===== src/rtl/apb_event_slave.sv =====
// -----------------------------------------------------------------------------
// apb_event_slave
//
// APB completer at the slave end of the event bus. Writes to one of three
// event registers bump that event's saturating counter and capture the write
// data into LAST. Counters, LAST and the CFG register are readable over the
// same port. CFG[3:0] inserts a programmable number of wait states before
// PREADY so the initiator's wait handling gets exercised.
//
// Register map (byte offsets from BASE_ADDR):
//   0x00 CNT_A   R: count (zero-extended)   W: count+1 (saturating), LAST <= data
//   0x04 CNT_B   as CNT_A
//   0x08 CNT_C   as CNT_A
//   0x0C LAST    R: last event data         W: error
//   0x10 CFG     R/W [3:0] WAIT; a write with bit 31 set also clears CNT_A/B/C
//   Offset above 0x10, an unaligned address or a write to LAST returns PSLVERR
//   and has no side effects.
//
// Parameters:
//   BASE_ADDR  byte address of register 0x00
//   CNT_W      counter width (1..32)
//   WAIT_RST   reset value of CFG.WAIT
//
// Ports:
//   clk            rising-edge clock
//   reset          asynchronous, active-high
//   apb_psel_i     APB select
//   apb_penable_i  APB enable (access phase)
//   apb_paddr_i    byte address
//   apb_pwrite_i   1 = write, 0 = read
//   apb_pwdata_i   write data
//   apb_pready_o   transfer completes in the cycle it is high
//   apb_prdata_o   read data, 0 unless pready is high
//   apb_pslverr_o  error response, 0 unless pready is high
//
// Build option:
//   APB_EVT_RDCLR_EN  when defined, a successful read of CNT_A/B/C clears that
//                     counter on the committing edge; otherwise reads are
//                     non-destructive.
// -----------------------------------------------------------------------------
module apb_event_slave #(
  parameter logic [31:0] BASE_ADDR = 32'h0000_0000,
  parameter int          CNT_W     = 16,
  parameter logic [3:0]  WAIT_RST  = 4'd0
) (
  input  logic        clk,
  input  logic        reset,
  input  logic        apb_psel_i,
  input  logic        apb_penable_i,
  input  logic [31:0] apb_paddr_i,
  input  logic        apb_pwrite_i,
  input  logic [31:0] apb_pwdata_i,
  output logic        apb_pready_o,
  output logic [31:0] apb_prdata_o,
  output logic        apb_pslverr_o
);

  typedef enum logic [1:0] {
    S_IDLE,
    S_WAIT,
    S_READY
  } state_t;

  state_t state;
  state_t state_nxt;

  // Transfer captured at the setup phase; decode never looks at the live bus.
  logic [31:0] lat_addr;
  logic        lat_wr;
  logic [31:0] lat_wdata;
  logic [3:0]  wcnt;

  // Architectural registers.
  logic [CNT_W-1:0] cnt [3];
  logic [31:0]      last_data;
  logic [3:0]       wait_cfg;

  logic        setup;
  logic        access;
  logic        commit;
  logic [31:0] off;
  logic        err;
  logic        is_cnt;
  logic        is_cfg;
  logic [1:0]  idx;
  logic [31:0] rdata_mux;

  assign setup  = apb_psel_i & ~apb_penable_i;
  assign access = apb_psel_i &  apb_penable_i;

  // ---------------------------------------------------------------------------
  // FSM: state register
  // ---------------------------------------------------------------------------
  // NOTE: sequential state uses non-blocking assignments so every flop samples
  // pre-edge values regardless of block ordering.
  always_ff @(posedge clk or posedge reset) begin
    if (reset) state <= S_IDLE;
    else       state <= state_nxt;
  end

  // ---------------------------------------------------------------------------
  // FSM: next-state logic
  // ---------------------------------------------------------------------------
  // NOTE: state_nxt gets a default before the case so no path leaves it
  // unassigned, which would otherwise infer a latch.
  always_comb begin
    state_nxt = state;
    unique case (state)
      S_IDLE: begin
        if (setup) state_nxt = (wait_cfg == 4'd0) ? S_READY : S_WAIT;
      end
      S_WAIT: begin
        if (!apb_psel_i)       state_nxt = S_IDLE;
        else if (wcnt == 4'd1) state_nxt = S_READY;
      end
      // READY always lasts one cycle: commit, abort or a malformed access phase
      // all return to IDLE; only a proper access phase commits.
      S_READY: state_nxt = S_IDLE;
      default: state_nxt = S_IDLE;
    endcase
  end

  // ---------------------------------------------------------------------------
  // FSM: outputs (decoded from the state register only)
  // ---------------------------------------------------------------------------
  always_comb begin
    apb_pready_o  = (state == S_READY);
    commit        = apb_pready_o & access;
    apb_pslverr_o = apb_pready_o & err;
    apb_prdata_o  = (apb_pready_o && !err && !lat_wr) ? rdata_mux : 32'h0;
  end

  // ---------------------------------------------------------------------------
  // Setup-phase capture and wait-state counter
  // ---------------------------------------------------------------------------
  always_ff @(posedge clk or posedge reset) begin
    if (reset) begin
      lat_addr  <= 32'h0;
      lat_wr    <= 1'b0;
      lat_wdata <= 32'h0;
      wcnt      <= 4'd0;
    end else if (state == S_IDLE && setup) begin
      lat_addr  <= apb_paddr_i;
      lat_wr    <= apb_pwrite_i;
      lat_wdata <= apb_pwdata_i;
      wcnt      <= wait_cfg;
    end else if (state == S_WAIT) begin
      wcnt      <= wcnt - 4'd1;
    end
  end

  // ---------------------------------------------------------------------------
  // Address decode on the latched transfer
  // ---------------------------------------------------------------------------
  always_comb begin
    // Addresses below BASE_ADDR wrap to a huge offset and land in the error range.
    off    = lat_addr - BASE_ADDR;
    err    = (off > 32'h10) || (lat_addr[1:0] != 2'b00) || (lat_wr && off == 32'hC);
    idx    = off[3:2];
    is_cnt = !err && (off < 32'hC);
    is_cfg = !err && (off == 32'h10);

    rdata_mux = 32'h0;
    if (is_cnt)                rdata_mux = 32'(cnt[idx]);
    else if (off == 32'hC)     rdata_mux = last_data;
    else if (is_cfg)           rdata_mux = {28'h0, wait_cfg};
  end

  // ---------------------------------------------------------------------------
  // Register side effects, all on the committing edge of a successful transfer
  // ---------------------------------------------------------------------------
  // NOTE: the counter array is reset like ordinary flops; these are software-
  // visible registers that must read 0 after reset, not a RAM.
  always_ff @(posedge clk or posedge reset) begin
    if (reset) begin
      for (int i = 0; i < 3; i++) cnt[i] <= '0;
      last_data <= 32'h0;
      wait_cfg  <= WAIT_RST;
    end else if (commit && !err) begin
      if (lat_wr) begin
        if (is_cnt) begin
          if (cnt[idx] != '1) cnt[idx] <= cnt[idx] + CNT_W'(1);
          last_data <= lat_wdata;
        end else if (is_cfg) begin
          // New WAIT only affects transfers whose setup follows this edge.
          wait_cfg <= lat_wdata[3:0];
          if (lat_wdata[31]) begin
            for (int i = 0; i < 3; i++) cnt[i] <= '0;
          end
        end
      end
`ifdef APB_EVT_RDCLR_EN
      else if (is_cnt) begin
        cnt[idx] <= '0;
      end
`else
`endif
    end
  end

endmodule

===== config.mk =====
export PLATFORM = sky130hd
export DESIGN_NAME = apb_event_slave
export DESIGN_NICKNAME = d
export VERILOG_FILES = /design/src/rtl/apb_event_slave.sv
export SDC_FILE = /design/constraint.sdc
export NUM_CORES = 1
export LEC_CHECK = 0
export ABC_AREA = 1
export CAP_MARGIN = 20
export CORE_UTILIZATION = 57
export CTS_BUF_LIST = sky130_fd_sc_hd__clkbuf_8
export CTS_CLUSTER_SIZE = 25
export DETAILED_ROUTE_END_ITERATION = 12
export PLACE_DENSITY = 0.82
export SETUP_SLACK_MARGIN = 0.1
export SYNTH_ARGS = -nofsm -noshare
export SYNTH_HDL_FRONTEND = slang
export SYNTH_SLANG_ARGS = --single-unit

===== constraint.sdc =====
create_clock -name clk -period 6.3 [get_ports clk]
set_clock_uncertainty 0.2 [all_clocks]
set_input_delay 1.26 -clock clk [delete_from_list [all_inputs] [get_ports clk]]
set_output_delay 1.26 -clock clk [all_outputs]
set_load 0.02 [all_outputs]

==> flow_summary_export.csv <==
group,metric,value,unit
status,status,"completed",
yosys,ys_types,35,
cts,clk_pin_slew,0.09,ns
hold_path,hp-start,"cnt[22]$_DFFE_PP0P_",
cts,cts_setup_buffers,0,
power_and_ir_drop,power.share.sequential,50.6,%
cts,htreeDepth,4,
timing,fmax,186,MHz
route,dr_total_vias,6911,
yosys,synth-edff-count,0,
yosys,ys_seq_area_share,50.4,%
power_and_ir_drop,p_comb_share,19.7,%
critical_path,crit_path_end_kind,"output pin",
timing,fin_crit_sh,85.6,%
cts,cts.sinks,155,
timing,max_slew_margin,34.4,%
yosys,ys_seq_elements,155,
yosys,yosys_warnings,0,
timing,tightest_slew,0.981,ns
yosys,netlist_area,7690,sq um
yosys,syn_avg_cell_area,7.85,sq um
critical_path,crit_fanout,22,
hold_path,hold-path-endpoint,"cnt[22]$_DFFE_PP0P_",
timing,setup_viol,0,
placed_design,port_buffers,102,
floorplanning,rows,42,
global_route,grt_pass1_wl,31.2,mm
route,drc_errors,0,
timing,whs,0.280,ns
cts,clock-root-buffer,"clkbuf_8",
timing,final.setup.tns,0,ns
layout,finalNonFillerCells,1247,
layout,final_cell_mix,"343 x nand2_1, 155 x dfrtp_1, 102 x clkdlybuf4s50_1",
job,cap_violations,0,
power_and_ir_drop,intPower,1.69,mW
route,antenna_left,0,
global_route,grtUsageTotal,28.2,%
yosys,synthArstFlopShare,100,%
yosys,synthCells,980,
critical_path,r2r-end,"cnt[1]$_DFFE_PP0P_",
layout,fin_area,9140,sq um
critical_path,cpPeakStageDelay,0.68,ns
timing,fin_crit,5.39,ns
global_route,grt_start_max_net_pins,117,
floorplanning,die_y,118,microns
power_and_ir_drop,ir_worst_vdd,0.000227,V
timing,rsz0062_at_grt,"false",
layout,syn_to_final_growth,18.8,%
route,via_per_inst,5.54,
layout,n_fill_cell,1057,
critical_path,crit_path_top_delay_cell,"dfrtp_1",
critical_path,cp-start-kind,"register",
layout,n_antenna_cell,0,
critical_path,crit_type,"register to output pin",
placed_design,gp_congestion,0.879,
placed_design,hpwl,12.5,mm
placed_design,postPlaceCellArea,8710,sq um
global_route,grt_pass1_vias,6552,
yosys,syn_nets,1052,
cts,cts_made_buffers,17,
cts,cts_hold_buf,0,
critical_path,worstReg2RegStart,"lat_addr[3]$_DFFE_PP0P_",
power_and_ir_drop,clockPowerShare,29.7,%
layout,drive_gt1_share,6.54,%
cts,cts_buffer_depth,2,
route,wl_per_cell,15.1,microns
power_and_ir_drop,power_switching,0.882,mW
cts,clk_latency,0.47,ns
route,wl,18.8,mm
yosys,yosysTopAreaCell,"dfrtp_1",
power_and_ir_drop,switching_share,34.2,%
cts,cts.repair.resized,0,
global_route,gr-total-overflow,0,
timing,worst_slack,0.910,ns
route,drt_pass1_iterations,6,
floorplanning,ios,103,
floorplanning,start_util,58.3,%
cts,cts_tree,"yes",
yosys,synth_area_leaders,"dfrtp_1 50%, nand2_1 17%, nand3_1 4.5%",
critical_path,rrSetupSlack,1.91,ns
power_and_ir_drop,p_leak,4.28,nW
critical_path,required,4.84,ns
global_route,antenna_found_initial,0,
layout,final_common_cell,"nand2_1",
floorplanning,coreArea,13200,sq um
layout,final_nets,1130,
critical_path,arrival,3.93,ns
timing,report.final.slew_viol_count,0,
floorplanning,die-area,14000,sq um
yosys,netlist.area_leader.share,50.4,%
hold_path,hold_depth,2,
critical_path,rr_worst_depth,14,
hold_path,hold_class,"register to register",
timing,finalHoldViolCount,0,
power_and_ir_drop,power_density,282,nW/um^2
route,drtIter0Drc,647,
floorplanning,dieWidth,118,microns
placed_design,place_ws,1.48,ns
yosys,synthFlopType,"dfrtp_1",
placed_design,dp_cells,1214,
critical_path,path_cells,"nor2_4 > nand2_1 > nor2_2 > o21ai_1 > nor2_4 > nand2_1 > nor3_2 > nand3_1 > nor2_1 > clkdlybuf4s50_1",
==> through the flow <==
step | utilization (%) | power, mW
after global routing | 69.3 | 2.72
after floorplan | - | 1.67
after global placement | 66.0 | 1.79
after detailed placement | 66.0 | 1.81
final | 69.3 | 2.57
after CTS | 69.1 | 2.58
==> power by group through the flow <==
stage,sequential [mW],combinational [mW],clock (mW)
after global routing,1.32,0.582,0.812
after CTS,1.30,0.506,0.776
after global placement,1.31,0.485,0
final,1.30,0.508,0.765
after detailed placement,1.31,0.501,0
after floorplan,1.26,0.401,0
==> worst max-delay path: cells and delay by family, from the launching register on <==
family                 cells  cell delay [ns]
AO/OA/AOI/OAI              1             0.10
flip-flops                 1             0.68
buffers and inverters      1             0.65
AND/OR/NAND/NOR            8             2.03
==> synth_stat cells, types with 2 or more instances <==
| master | n |
|---|---|
| a211oi_1 | 12 |
| a21oi_1 | 3 |
| a31oi_1 | 4 |
| buf_2 | 12 |
| buf_4 | 9 |
| buf_6 | 6 |
| clkbuf_1 | 24 |
| dfrtp_1 | 155 |
| ha_1 | 3 |
| inv_1 | 75 |
| inv_2 | 4 |
| nand2_1 | 343 |
| nand3_1 | 69 |
| nand3_2 | 9 |
| nand4_1 | 54 |
| nor2_1 | 79 |
| nor2_2 | 6 |
| nor2_4 | 3 |
| nor3_1 | 2 |
| nor3_2 | 2 |
| o21ai_0 | 51 |
| o21ai_1 | 33 |
| o221ai_1 | 3 |
| xnor2_1 | 5 |
| xor2_1 | 4 |
==> registers in the layout, summed over array words and instances (netlist names) <==
register,flops
cnt,48
last_data,32
lat_addr,32
lat_wdata,32
lat_wr,1
state,2
wait_cfg,4
wcnt,4
==> cell families (layout without fill, tap and decap cells) <==
kind of cell | count (synthesis) | count (layout) | synth area share [%]
and+or+nand+nor | 571 | 571 | 32.3
DFF | 155 | 155 | 50.4
buffers and inverters | 131 | 222 | 7.63
AOI/OAI and AO/OA | 111 | 111 | 8.12
xor gates and xnor gates | 9 | 9 | 1.02
adders and majority gates | 3 | 3 | 0.488
==> final cells by class <==
class | count | area, sq um | area share (%)
clock buffers | 17 | 234 | 2.56
clock inverters | 15 | 170 | 1.86
inverters | 79 | 302 | 3.30
multi-input cells | 694 | 3230 | 35.3
flip-flops and latches | 155 | 3880 | 42.4
well taps | 176 | 220 | 2.41
repair buffers | 111 | 1110 | 12.1
==> how the worst max path moves through the flow <==
| stage | start | to | slack (ns) | cells after the start |
|---|---|---|---|---|
| after floorplan | reset | cnt[0]$_DFFE_PP0P_ | 0.66 | 1 |
| after global placement | lat_addr[2]$_DFFE_PP0P_ | apb_prdata_o[30] | 1.58 | 10 |
| after detailed placement | lat_addr[2]$_DFFE_PP0P_ | apb_prdata_o[20] | 1.48 | 10 |
| after CTS | lat_addr[2]$_DFFE_PP0P_ | apb_prdata_o[20] | 0.96 | 10 |
| after global routing | lat_addr[2]$_DFFE_PP0P_ | apb_prdata_o[17] | 0.55 | 10 |
| final | lat_addr[2]$_DFFE_PP0P_ | apb_prdata_o[26] | 0.91 | 10 |
==> routing by layer <==
metal,routed length [microns],up-vias,GRT usage [%]
met5,0,-,0
met4,520,0,12.6
met3,1190,47,6.18
met2,8760,271,43.6
met1,8340,3252,38.4
li1,-,3341,-
No activity file was read; power rests on OpenSTA's default activity.
